**src/rtl/fifo_wr_sdram_burst_pkg.sv**
```systemverilog
// fifo_wr_sdram_burst_pkg: shared state encodings and default widths for the cyp2sdram blocks
package fifo_wr_sdram_burst_pkg;
    localparam int unsigned DEF_DW = 16;
    localparam int unsigned DEF_AW = 32;
    typedef enum logic [1:0] {ST_IDLE, ST_RUN, ST_DRAIN} state_t;
endpackage

```
**src/rtl/fifo_wr_sdram_burst_if.sv**
```systemverilog
// fifo_wr_sdram_burst_if: FIFO read side plus SDRAM write stream of the mover
interface fifo_wr_sdram_burst_if
    import fifo_wr_sdram_burst_pkg::*;
#(
    parameter int unsigned DW = DEF_DW,
    parameter int unsigned AW = DEF_AW
);
    logic          fifo_ren;
    logic [DW-1:0] fifo_rdata;
    logic          fifo_rempty;
    logic [DW-1:0] wr_data;
    logic [AW-1:0] wr_addr;
    logic          wr_valid;
    logic          wr_ready;
    logic          wr_last;
    modport master (
        output fifo_ren, wr_data, wr_addr, wr_valid, wr_last,
        input  fifo_rdata, fifo_rempty, wr_ready
    );
    modport slave (
        input  fifo_ren, wr_data, wr_addr, wr_valid, wr_last,
        output fifo_rdata, fifo_rempty, wr_ready
    );
endinterface

```
**src/rtl/fifo_wr_sdram_burst_fifo_rd_skid.sv**
```systemverilog
// fifo_rd_skid: two-entry buffer hiding the one-cycle FIFO read latency
module fifo_rd_skid #(
    parameter int unsigned DW = 16
) (
    input  logic          clk,
    input  logic          rst_n,
    input  logic          enable,
    input  logic          clear,
    input  logic          rempty,
    input  logic          ready,
    input  logic [DW-1:0] rdata,
    output logic          ren,
    output logic          valid,
    output logic [DW-1:0] data,
    output logic [1:0]    occ,
    output logic          inflight
);
    logic [DW-1:0] e1;
    logic          fire;
    logic [1:0]    slot;
    assign valid = occ != 2'd0;
    assign fire  = valid & ready;
    // slot the in-flight word lands in once this cycle's fire has shifted the buffer
    assign slot  = occ - 2'(fire);
    assign ren   = rst_n & enable & ~clear & ~rempty & (3'(occ) + 3'(inflight) < 3'd2 + 3'(fire));
    always_ff @(posedge clk or negedge rst_n)
        if (!rst_n) begin
            occ      <= '0;
            inflight <= 1'b0;
            data     <= '0;
            e1       <= '0;
        end else begin
            inflight <= ren;
            occ      <= clear ? 2'd0 : slot + 2'(inflight);
            if (!clear) begin
                data <= inflight && slot == 2'd0 ? rdata : fire ? e1 : data;
                e1   <= inflight && slot == 2'd1 ? rdata : e1;
            end
        end
endmodule

```
**src/rtl/fifo_wr_sdram_burst.sv**
```systemverilog
// fifo_wr_sdram_burst: moves CY68013 FIFO words into a burst-framed, ring-addressed SDRAM write stream
module fifo_wr_sdram_burst
    import fifo_wr_sdram_burst_pkg::*;
#(
    parameter int unsigned     DW           = DEF_DW,
    parameter int unsigned     AW           = DEF_AW,
    parameter longint unsigned BASE_ADDR    = 0,
    parameter int unsigned     REGION_WORDS = 4096,
    parameter int unsigned     BURST_LEN    = 8,
    parameter longint unsigned ADDR_STEP    = 1
) (
    input  logic                  sdram_clk,
    input  logic                  rst_n,
    input  logic                  enable,
    input  logic                  clear,
    fifo_wr_sdram_burst_if.master bus,
    output logic                  wrap_pulse,
    output logic [31:0]           words_written
);
    state_t      state;
    logic [31:0] idx;
    logic [1:0]  occ;
    logic        inflight;
    logic        fire;
    logic        at_end;
    fifo_rd_skid #(.DW(DW)) u_skid (
        .clk      (sdram_clk),
        .rst_n    (rst_n),
        .enable   (enable),
        .clear    (clear),
        .rempty   (bus.fifo_rempty),
        .ready    (bus.wr_ready),
        .rdata    (bus.fifo_rdata),
        .ren      (bus.fifo_ren),
        .valid    (bus.wr_valid),
        .data     (bus.wr_data),
        .occ      (occ),
        .inflight (inflight)
    );
    assign fire        = bus.wr_valid & bus.wr_ready;
    assign at_end      = idx == REGION_WORDS - 1;
    assign bus.wr_addr = AW'(BASE_ADDR + 64'(idx) * ADDR_STEP);
    assign bus.wr_last = bus.wr_valid & (idx % BURST_LEN == BURST_LEN - 1);
    // a fire coinciding with clear is dropped: it neither advances idx nor counts
    always_ff @(posedge sdram_clk or negedge rst_n)
        if (!rst_n) begin
            state         <= ST_IDLE;
            idx           <= '0;
            wrap_pulse    <= 1'b0;
            words_written <= '0;
        end else begin
            state <= clear              ? ST_IDLE :
                     state == ST_IDLE   ? (enable ? ST_RUN : ST_IDLE) :
                     state == ST_RUN    ? (enable ? ST_RUN : ST_DRAIN) :
                     enable             ? ST_RUN :
                     occ == 2'd0 && !inflight ? ST_IDLE : ST_DRAIN;
            idx           <= clear || (fire && at_end) ? '0 : fire ? idx + 1 : idx;
            wrap_pulse    <= fire & ~clear & at_end;
            words_written <= words_written + 32'(fire & ~clear);
        end
endmodule

```
**src/flat_wrapper.sv**
```systemverilog
// flat-port wrapper written by rule: the top's interface ports become plain ports
module fifo_wr_sdram_burst_flat import fifo_wr_sdram_burst_pkg::*;
#(
    parameter int unsigned     DW           = DEF_DW,
    parameter int unsigned     AW           = DEF_AW,
    parameter longint unsigned BASE_ADDR    = 0,
    parameter int unsigned     REGION_WORDS = 4096,
    parameter int unsigned     BURST_LEN    = 8,
    parameter longint unsigned ADDR_STEP    = 1
)
  (sdram_clk, rst_n, enable, clear, wrap_pulse, words_written, bus_fifo_ren, bus_wr_data, bus_wr_addr, bus_wr_valid, bus_wr_last, bus_fifo_rdata, bus_fifo_rempty, bus_wr_ready);
  fifo_wr_sdram_burst_if #(.DW(DW), .AW(AW)) bus_i ();
  input  logic sdram_clk;
  input  logic rst_n;
  input  logic enable;
  input  logic clear;
  output logic wrap_pulse;
  output logic [31:0] words_written;
  output wire logic [$bits(bus_i.fifo_ren)-1:0] bus_fifo_ren;
  output wire logic [$bits(bus_i.wr_data)-1:0] bus_wr_data;
  output wire logic [$bits(bus_i.wr_addr)-1:0] bus_wr_addr;
  output wire logic [$bits(bus_i.wr_valid)-1:0] bus_wr_valid;
  output wire logic [$bits(bus_i.wr_last)-1:0] bus_wr_last;
  input wire logic [$bits(bus_i.fifo_rdata)-1:0] bus_fifo_rdata;
  input wire logic [$bits(bus_i.fifo_rempty)-1:0] bus_fifo_rempty;
  input wire logic [$bits(bus_i.wr_ready)-1:0] bus_wr_ready;
  assign bus_fifo_ren = bus_i.fifo_ren;
  assign bus_wr_data = bus_i.wr_data;
  assign bus_wr_addr = bus_i.wr_addr;
  assign bus_wr_valid = bus_i.wr_valid;
  assign bus_wr_last = bus_i.wr_last;
  assign bus_i.fifo_rdata = bus_fifo_rdata;
  assign bus_i.fifo_rempty = bus_fifo_rempty;
  assign bus_i.wr_ready = bus_wr_ready;
  fifo_wr_sdram_burst #(.DW(DW), .AW(AW), .BASE_ADDR(BASE_ADDR), .REGION_WORDS(REGION_WORDS), .BURST_LEN(BURST_LEN), .ADDR_STEP(ADDR_STEP)) u_core (.sdram_clk(sdram_clk), .rst_n(rst_n), .enable(enable), .clear(clear), .bus(bus_i), .wrap_pulse(wrap_pulse), .words_written(words_written));
endmodule
```
**config.mk**
```make
export PLATFORM = sky130hd
export DESIGN_NAME = fifo_wr_sdram_burst_flat
export DESIGN_NICKNAME = d
export VERILOG_FILES = /design/src/rtl/fifo_wr_sdram_burst_pkg.sv /design/src/rtl/fifo_wr_sdram_burst_if.sv /design/src/rtl/fifo_wr_sdram_burst_fifo_rd_skid.sv /design/src/rtl/fifo_wr_sdram_burst.sv /design/src/flat_wrapper.sv
export SDC_FILE = /design/constraint.sdc
export NUM_CORES = 1
export LEC_CHECK = 0
export ABC_AREA = 1
export BUFFER_PORTS_ARGS = -buffer_cell sky130_fd_sc_hd__buf_2
export CAP_MARGIN = 15
export CORE_MARGIN = 1.5
export CORE_UTILIZATION = 50
export CTS_BUF_LIST = sky130_fd_sc_hd__clkbuf_16
export DETAILED_ROUTE_END_ITERATION = 7
export MAX_ROUTING_LAYER = met4
export PLACE_DENSITY = 0.83
export SYNTH_ARGS = -nofsm -noshare
export SYNTH_HDL_FRONTEND = slang
export SYNTH_HIERARCHICAL = 1
export SYNTH_SLANG_ARGS = --single-unit
```
**constraint.sdc**
```tcl
create_clock -name sdram_clk -period 3 [get_ports sdram_clk]
set_clock_uncertainty 0.15 [all_clocks]
set_input_delay 0.45 -clock sdram_clk [delete_from_list [all_inputs] [get_ports sdram_clk]]
set_output_delay 0.45 -clock sdram_clk [all_outputs]
set_load 0.01 [all_outputs]
```
======== Word level (Yosys, flattened, before mapping) ========
Index checks and enable logic that the tools add are counted.
cells by class
  equal/unequal tests ..................... 3
  bitwise logic cells ..................... 12
  magnitude comparators ................... 1
  add/sub/neg operators ................... 6
  multiplexer cells ....................... 5
  reductions and logical operators ........ 10
operators by type and width
  operator                 number
  $mux W32                 2
  $add A32 B1 Y32 const B  1
  $add A32 B32 Y32         1
  $and A1 B32 Y32          1
  $eq A32 B12 Y1 const B   1
  $mux W16                 2
  $not A1 Y32              1
  $and A1 B1 Y1            8
  $reduce_bool A2 Y1       3
  $reduce_and A2 Y1        2
  $add A2 B1 Y3            1
  $add A2 B1 Y3 const A    1
  $eq A3 B3 Y1 const B     1
  $logic_and A1 B1 Y1      3
  $lt A3 B3 Y1             1
  $add A2 B1 Y2            1
  $eq A2 B1 Y1 const B     1
  $logic_not A2 Y1         1
  $mux W2                  1
  $not A1 Y1               2
  $sub A2 B1 Y2            1
  $logic_or A1 B1 Y1       1
word-level totals
  register bits after elaboration ......... 100
  input bits .............................. 22

======== Logic depth before layout (Yosys ltp) ========
Gate-level depths: netlist of run 1.
  depth in word-level cells ............... 7
  gate-level depth with buffers ........... 13

======== By module ========
Netlist of run 1, hierarchy kept.
by module, submodules not included
  module               sequential area each (um2)  cells each  times used  area an instance (um2)
  fifo_wr_sdram_burst  1626.6                      490         1           3684.8
  fifo_rd_skid         875.8                       218         1           1781.7

======== Worst setup path after synthesis of run 1 ========
OpenSTA, ideal clock, no wires.
  path type ............................... reg2reg
  start ................................... reg u_core.u_skid.occ[1]
  end ..................................... reg u_core.words_written[22]
  required time ........................... 2.727 ns
  cell stages (with the launch flop) ...... 13
  library setup time ...................... 0.123 ns
  slack ................................... 0.560 ns
  period minus slack after synthesis ...... 2.440 ns
  data arrival time ....................... 2.168 ns
  cell sequence ........................... dfrtp_1 inv_2 nand2_2 nand2_2 nor2_1 ha_1 ha_1 nand3_2 nor2_2 nand3_1 nor2_2 nand2_1 xor2_1
on the way
  cells in the longest elaborated chain, start to end .. 4
RTL lines
  element                 RTL line                                RTL
  from (decl)             fifo_wr_sdram_burst_fifo_rd_skid.sv:15  output logic [1:0] occ,
  from (signal assigned)  fifo_wr_sdram_burst_fifo_rd_skid.sv:34  occ <= clear ? 2'd0 : slot + 2'(inflight);
  $reduce_bool A2 Y1      fifo_wr_sdram_burst_fifo_rd_skid.sv:21  assign valid = occ != 2'd0;
  via bus_wr_valid        flat_wrapper.sv:22                      output wire logic [$bits(bus_i.wr_valid)-1:0] bus_wr_valid;
  $and A1 B1 Y1           fifo_wr_sdram_burst.sv:40               assign fire = bus.wr_valid & bus.wr_ready;
  $and A1 B32 Y32         fifo_wr_sdram_burst.sv:59               words_written <= words_written + 32'(fire & ~clear);
  $add A32 B32 Y32        fifo_wr_sdram_burst.sv:59
  to (signal assigned)    fifo_wr_sdram_burst.sv:59
  to (decl)               fifo_wr_sdram_burst.sv:18               output logic [31:0] words_written
The timed path passes the listed nets, and every way through them passes these cells.
A chain may end at the register's enable or synchronous reset.

======== Worst setup path after layout of run 1 ========
  start ................................... reg u_core.u_skid.occ[1]
  end ..................................... reg u_core.words_written[26]
on the way
  cells in the longest elaborated chain, start to end .. 4
RTL lines
  element             RTL line
  $reduce_bool A2 Y1  fifo_wr_sdram_burst_fifo_rd_skid.sv:21
  $and A1 B1 Y1       fifo_wr_sdram_burst.sv:40
  $and A1 B32 Y32     fifo_wr_sdram_burst.sv:59
  $add A32 B32 Y32    fifo_wr_sdram_burst.sv:59
Every way passes these cells.

==> results of run 1 <==
## worst max-delay path by stage
stage / to / depth (start not counted) / from / slack, ns
floorplan: u_core/words_written[22] / 12 / u_core/u_skid/occ[1] / 0.56
CTS: u_core/words_written[22] / 12 / u_core/u_skid/occ[1] / 0.43
detailed placement: u_core/words_written[26] / 12 / u_core/u_skid/occ[1] / 0.47
global placement: u_core/words_written[22] / 12 / u_core/u_skid/occ[1] / 0.54
finish: u_core/words_written[26] / 12 / u_core/u_skid/occ[1] / 0.43
global route: u_core/words_written[22] / 12 / u_core/u_skid/occ[1] / 0.19
## cells by family (layout without fill, tap and decap cells)
family          after synthesis  after routing  share of synthesized area [%]
fa+ha+maj                     8              8                           1.83
compound gates               10             10                           1.01
simple gates                476            476                           38.7
flops                       100            100                           45.8
xor+xnor                     40             40                           6.55
buf+inv                      74            189                           6.18
## through the flow
stage | setup WS [ns] | instance area (um^2) | cells | util (%) | total power [W]
global route | 0.191 | 6380 | 959 | 60.9 | 0.00383
detailed placement | 0.467 | 6110 | 942 | 58.4 | 0.00259
finish | 0.433 | 6380 | 959 | 60.9 | 0.00359
global placement | 0.536 | 6110 | 942 | 58.4 | 0.00256
floorplan | 0.560 | 5470 | 708 | - | 0.00231
CTS | 0.425 | 6380 | 959 | 60.9 | 0.00361
## per-layer routing
metal | vias to the layer above | global-route usage (%) | share of wire (%)
met2 | 182 | 37.9 | 45
met5 | - | - | 0
met4 | 0 | 6.67 | 1.3
met3 | 17 | 4.72 | 6.9
met1 | 2376 | 35.5 | 47
li1 | 2478 | - | -
## worst max-delay path: cells and delay by family, from the launching register on
family / cells / cell delay [ns]
AND/OR/NAND/NOR: 8 / 1.15
flip-flops: 1 / 0.42
adder cells (fa/ha/maj): 2 / 0.42
buffers and inverters: 1 / 0.18
XOR/XNOR: 1 / 0.14
## registers in the layout (all words and copies together) (netlist names)
signal and count:
u_core/idx 32, u_core/words_written 32, u_core/u_skid/data 16, u_core/u_skid/e1 16
u_core/u_skid/occ 2, u_core/u_skid/inflight 1, u_core/wrap_pulse 1
## power groups by stage
| stage | Clock (W) | Combinational [W] | Sequential, W |
|---|---|---|---|
| 3_5_place_dp | 0 | 0.000886 | 0.00170 |
| 6_report | 0.00101 | 0.000893 | 0.00169 |
| 5_1_grt | 0.00110 | 0.00102 | 0.00171 |
| 4_1_cts | 0.00104 | 0.000888 | 0.00169 |
| 2_1_floorplan | 0 | 0.000586 | 0.00172 |
| 3_3_place_gp | 0 | 0.000856 | 0.00170 |
## cells in the mapped netlist (2+ instances only)
| cell type | count |
|---|---|
| inv_2 | 4 |
| nand2_2 | 4 |
| nand2_1 | 228 |
| nand3b_1 | 6 |
| o21ai_0 | 3 |
| xor2_1 | 25 |
| nand2_4 | 3 |
| buf_4 | 4 |
| nand3_1 | 69 |
| xnor2_1 | 14 |
| buf_6 | 5 |
| nand4_1 | 30 |
| nand3_2 | 2 |
| ha_1 | 8 |
| inv_1 | 53 |
| nor3_1 | 15 |
| a21oi_1 | 5 |
| nor2_1 | 102 |
| dfrtp_1 | 100 |
| nor2_2 | 10 |
| nor2_4 | 4 |
| buf_2 | 6 |
## area by class of cell
| class | count | area [um^2] | area share [%] |
|---|---|---|---|
| well taps | 136 | 170 | 2.67 |
| flip-flops and latches | 100 | 2500 | 39.2 |
| repair buffers | 115 | 606 | 9.50 |
| multi-input cells | 534 | 2630 | 41.2 |
| clock buffers | 9 | 225 | 3.53 |
| inverters | 58 | 218 | 3.41 |
| clock inverters | 7 | 28.8 | 0.451 |
==> impl_metrics.env, run 1 <==
export IMPL_synth_cell_types=30
export IMPL_regToRegStartpoint="u_core/u_skid/occ[1]"
export IMPL_overflow=0
export IMPL_critical_path_class="register to register"
export IMPL_reg2regPathDepth=12
export IMPL_max_freq_ghz=0.390
export IMPL_cts_sinks=100
export IMPL_reg2reg_to="u_core/words_written[26]"
export IMPL_yosysTopAreaCellShare_pct=45.8
export IMPL_synth_edf_count=0
export IMPL_synth_seq_cells=100
export IMPL_clock_latency_ns=0.34
export IMPL_post_cts_buffers=0
export IMPL_critPathSlowestCell="dfrtp_1"
export IMPL_worstPathRequired_ns=3.08
export IMPL_ys_seq_area_share_pct=45.8
export IMPL_slowest_delay_ns=0.42
export IMPL_clkTransAtPathRegs_ns=0.07
export IMPL_final_hold_viol_count=0
export IMPL_cts_made_buffers=9
export IMPL_tritoncts="yes"
export IMPL_synth_ff_type="dfrtp_1"
export IMPL_vias_per_cell=5.27
export IMPL_ant_nets=0
export IMPL_timing_final_crit_share_pct=85.6
export IMPL_dieArea_um2=11600
export IMPL_start_util_pct=52.2
export IMPL_crit_chain="inv_2 -> nand2_2 -> nand2_2 -> nor2_1 -> ha_1 -> ha_1 -> nand3_2 -> nor2_2 -> nand3_1 -> nor2_2 -> nand2_1 -> xor2_1"
export IMPL_setup_violations=0
export IMPL_nNetsFinal=848
export IMPL_endpoint_kind="register"
export IMPL_grt_pass1_wl_mm=22.4
export IMPL_synth_area_um2=5470
export IMPL_route_detailed_drc=0
export IMPL_grt_max_degree=47
export IMPL_yosys_warnings=6
export IMPL_drtPass1Iterations=5
export IMPL_avgSynthCellArea_um2=7.72
export IMPL_gp_congestion=0.940
export IMPL_post_cts_resized=0
export IMPL_postSynthNetCount=738
export IMPL_holdWs_ns=0.207
export IMPL_row_count=37
export IMPL_worstHoldStart="bus_fifo_rdata[0]"
export IMPL_maxCapViolations=0
export IMPL_async_flop_share_pct=100
export IMPL_die_x_um=108
export IMPL_coreArea_um2=10500
export IMPL_drt_total_wl_mm=13.5
export IMPL_die_h_um=108
export IMPL_hold_buffers=1
export IMPL_synth_top_cell_by_area="dfrtp_1"
export IMPL_place_hpwl_mm=9.92
export IMPL_htree_levels=3
export IMPL_reg2reg_slack_ns=0.43
export IMPL_hp_class="input port to register"
export IMPL_cp_arrival_ns=2.64
export IMPL_synth_cells=708
export IMPL_ir_drop_uv=385
export IMPL_clkPwrFrac_pct=28.2
export IMPL_p_sw_w=0.00120
export IMPL_drive_gt1_share_pct=18.8
export IMPL_combinationalPowerShare_pct=24.9
export IMPL_critPathLaunchType="register"
export IMPL_antenna_found_initial=0
export IMPL_seqPwrFrac_pct=46.9
export IMPL_rsz0062_at_grt="no"
export IMPL_slew_viol_final=0
export IMPL_cts_path_max_buffers=2
export IMPL_status="completed"
export IMPL_grt_use_total_pct=25.3
export IMPL_p_leak_nw=3.42
export IMPL_area_growth_pct=16.6
export IMPL_n_antenna_cell=0
export IMPL_min_to="u_core/u_skid/e1[0]"
export IMPL_period_minus_slack_ns=2.57
export IMPL_final_cell_mix="nand2_1, buf_2, nor2_1"
export IMPL_first_iter_violations=388
export IMPL_cp_max_fo=18
export IMPL_p_int_w=0.00240
export IMPL_power_per_cell_area_nw_per_um2=564
export IMPL_fillers=1006
export IMPL_wl_per_cell_um=14.1
export IMPL_synthTopCellsByArea="dfrtp_1, nand2_1, nor2_1, nand3_1, xor2_1"
export IMPL_vias=5053
export IMPL_switching_share_pct=33.3
export IMPL_io_buffer_count=105
export IMPL_fin_setup_tns_ns=0
export IMPL_final_common_cell="nand2_1"
export IMPL_root_buffer="clkbuf_16"
export IMPL_maxSlewHeadroom_pct=62.2
export IMPL_holdPathStages=3
export IMPL_first_global_vias=4665
export IMPL_ios=106
export IMPL_tightest_slew_ns=0.566
(Power assumes the default switching activity.)
==> run 2: changes to the inputs <==
--- a/config.mk
+++ b/config.mk
@@ -7,10 +7,10 @@
 export LEC_CHECK = 0
 export ABC_AREA = 1
 export BUFFER_PORTS_ARGS = -buffer_cell sky130_fd_sc_hd__buf_2
-export CAP_MARGIN = 15
+export CAP_MARGIN = 0
 export CORE_MARGIN = 1.5
 export CORE_UTILIZATION = 50
-export CTS_BUF_LIST = sky130_fd_sc_hd__clkbuf_16
+export CTS_BUF_LIST = sky130_fd_sc_hd__clkbuf_4
 export DETAILED_ROUTE_END_ITERATION = 7
 export MAX_ROUTING_LAYER = met4
 export PLACE_DENSITY = 0.83
==> impl_metrics.env, run 2 (same netlist as run 1, synthesis figures left out) <==
export IMPL_status="completed"
export IMPL_first_iter_violations=348
export IMPL_holdPathStages=3
export IMPL_place_area_um2=6110
export IMPL_fillers=1026
export IMPL_hp_class="input port to register"
export IMPL_ios=106
export IMPL_htree_levels=3
export IMPL_setup_violations=0
export IMPL_vias=4939
export IMPL_grt_pass1_wl_mm=22.2
export IMPL_n_antenna_cell=0
export IMPL_largest_registers="u_core/idx: 32 flops, u_core/words_written: 32 flops"
export IMPL_place_hpwl_mm=9.92
export IMPL_power_per_cell_area_nw_per_um2=511
export IMPL_cts_path_max_buffers=2
export IMPL_p_leak_nw=3.35
export IMPL_slew_viol_final=0
export IMPL_fin_setup_tns_ns=0
export IMPL_drtPass1Iterations=5
export IMPL_first_global_vias=4632
export IMPL_overflow=0
export IMPL_critPathLaunchType="register"
export IMPL_antenna_found_initial=0
export IMPL_critical_path_class="register to register"
export IMPL_drive_gt1_share_pct=19.3
export IMPL_ant_nets=0
export IMPL_min_to="u_core/u_skid/e1[0]"
export IMPL_worstHoldStart="bus_fifo_rdata[0]"
export IMPL_final_hold_viol_count=0
export IMPL_cp_arrival_ns=2.76
export IMPL_final_common_cell="nand2_1"
export IMPL_io_buffer_count=105
export IMPL_post_route_util_pct=59.6
export IMPL_multi_input_area_um2=2630
export IMPL_nNetsFinal=848
export IMPL_reg2reg_slack_ns=0.44
export IMPL_tightest_slew_ns=0.573
export IMPL_maxCapViolations=0
export IMPL_reg2reg_to="u_core/words_written[22]"
export IMPL_clkTransAtPathRegs_ns=0.14
export IMPL_rsz0062_at_grt="no"
export IMPL_ir_drop_uv=317
export IMPL_tritoncts="yes"
export IMPL_route_detailed_drc=0
export IMPL_grt_max_degree=47
export IMPL_regToRegStartpoint="u_core/u_skid/occ[1]"
export IMPL_reg2regPathDepth=12
export IMPL_maxSlewHeadroom_pct=61.8
export IMPL_die_x_um=108
export IMPL_vias_per_cell=5.15
export IMPL_start_util_pct=52.2
export IMPL_wl_per_cell_um=13.9
export IMPL_cp_max_fo=18
export IMPL_root_buffer="clkbuf_4"
export IMPL_cts_sinks=100
export IMPL_gp_congestion=0.940
export IMPL_dieArea_um2=11600
export IMPL_final_cell_mix="nand2_1, buf_2, nor2_1"
export IMPL_cts_made_buffers=9
export IMPL_timing_final_crit_share_pct=85.3
export IMPL_coreArea_um2=10500
export IMPL_max_freq_ghz=0.391
export IMPL_die_h_um=108
export IMPL_total_power_w=0.00319
export IMPL_design_area_um2=6230
export IMPL_clock_latency_ns=0.45
export IMPL_grt_use_total_pct=25.0
export IMPL_worstPathRequired_ns=3.20
export IMPL_row_count=37
export IMPL_period_minus_slack_ns=2.56
export IMPL_endpoint_kind="register"
export IMPL_area_growth_pct=14.0
export IMPL_drt_total_wl_mm=13.3
export IMPL_regArea_um2=2500
==> run 2: cell types whose count changed in the layout (fill, tap and decap cells not counted) <==
cell       before  now
clkbuf_4        0   13
inv_1          57   53
clkbuf_16       9    0
==> run 2: timing repair <==
item,in CTS,in global routing
gates resized for setup,0,0
endpoints found under the hold margin,18,0
buffers inserted,0,0
hold buffers,1,0
==> run 2: critical path: stages (launching register included) <==
cell     delay [ns]
dfrtp_1        0.45
inv_2          0.18
nand2_2        0.14
nand2_2        0.06
nor2_1         0.17
ha_1           0.21
ha_1           0.21
nand3_2        0.13
nor2_2         0.20
nand3_1        0.17
nor2_2         0.17
nand2_1        0.08
xor2_1         0.14
==> run 2: metrics by stage <==
step | hold WS, ns | worst slack (ns) | instances
2_1_floorplan | 0.00441 | 0.560 | 708
3_3_place_gp | 0.196 | 0.536 | 942
3_5_place_dp | 0.198 | 0.467 | 942
4_1_cts | 0.0599 | 0.419 | 959
5_1_grt | 0.0497 | 0.203 | 959
6_report | 0.0890 | 0.441 | 959
==> run 2: per-layer routing <==
metal  share of wire (%)  routed length (um)  up-vias  global-route usage, %
li1                    -                   -     2469                      -
met1                  48                6330     2281                   35.4
met2                  45                5930      171                   36.9
met3                 6.3                 835       18                   4.60
met4                 1.5                 206        0                   7.14
met5                   0                   0        -                      -
==> run 2: cell type report <==
type | count | share of cell area [%]
clock inverters | 3 | 0.221
repair buffers | 115 | 9.71
well taps | 136 | 2.73
inverters | 58 | 3.49
flip-flops and latches | 100 | 40.1
clock buffers | 13 | 1.57
multi-input cells | 534 | 42.1
==> run 2: how the worst max path moves through the flow <==
stage | depth (start not counted) | endpoint | from | slack [ns]
after CTS | 12 | u_core/words_written[22] | u_core/u_skid/occ[1] | 0.42
after global routing | 12 | u_core/words_written[22] | u_core/u_skid/occ[1] | 0.20
after global placement | 12 | u_core/words_written[22] | u_core/u_skid/occ[1] | 0.54
after detailed placement | 12 | u_core/words_written[26] | u_core/u_skid/occ[1] | 0.47
final | 12 | u_core/words_written[22] | u_core/u_skid/occ[1] | 0.44
after floorplan | 12 | u_core/words_written[22] | u_core/u_skid/occ[1] | 0.56
==> run 2: where the power goes <==
part | switching, W | internal [W]
Clock | 0.000416 | 0.000204
Sequential | 0.000134 | 0.00155
Combinational | 0.000583 | 0.000302
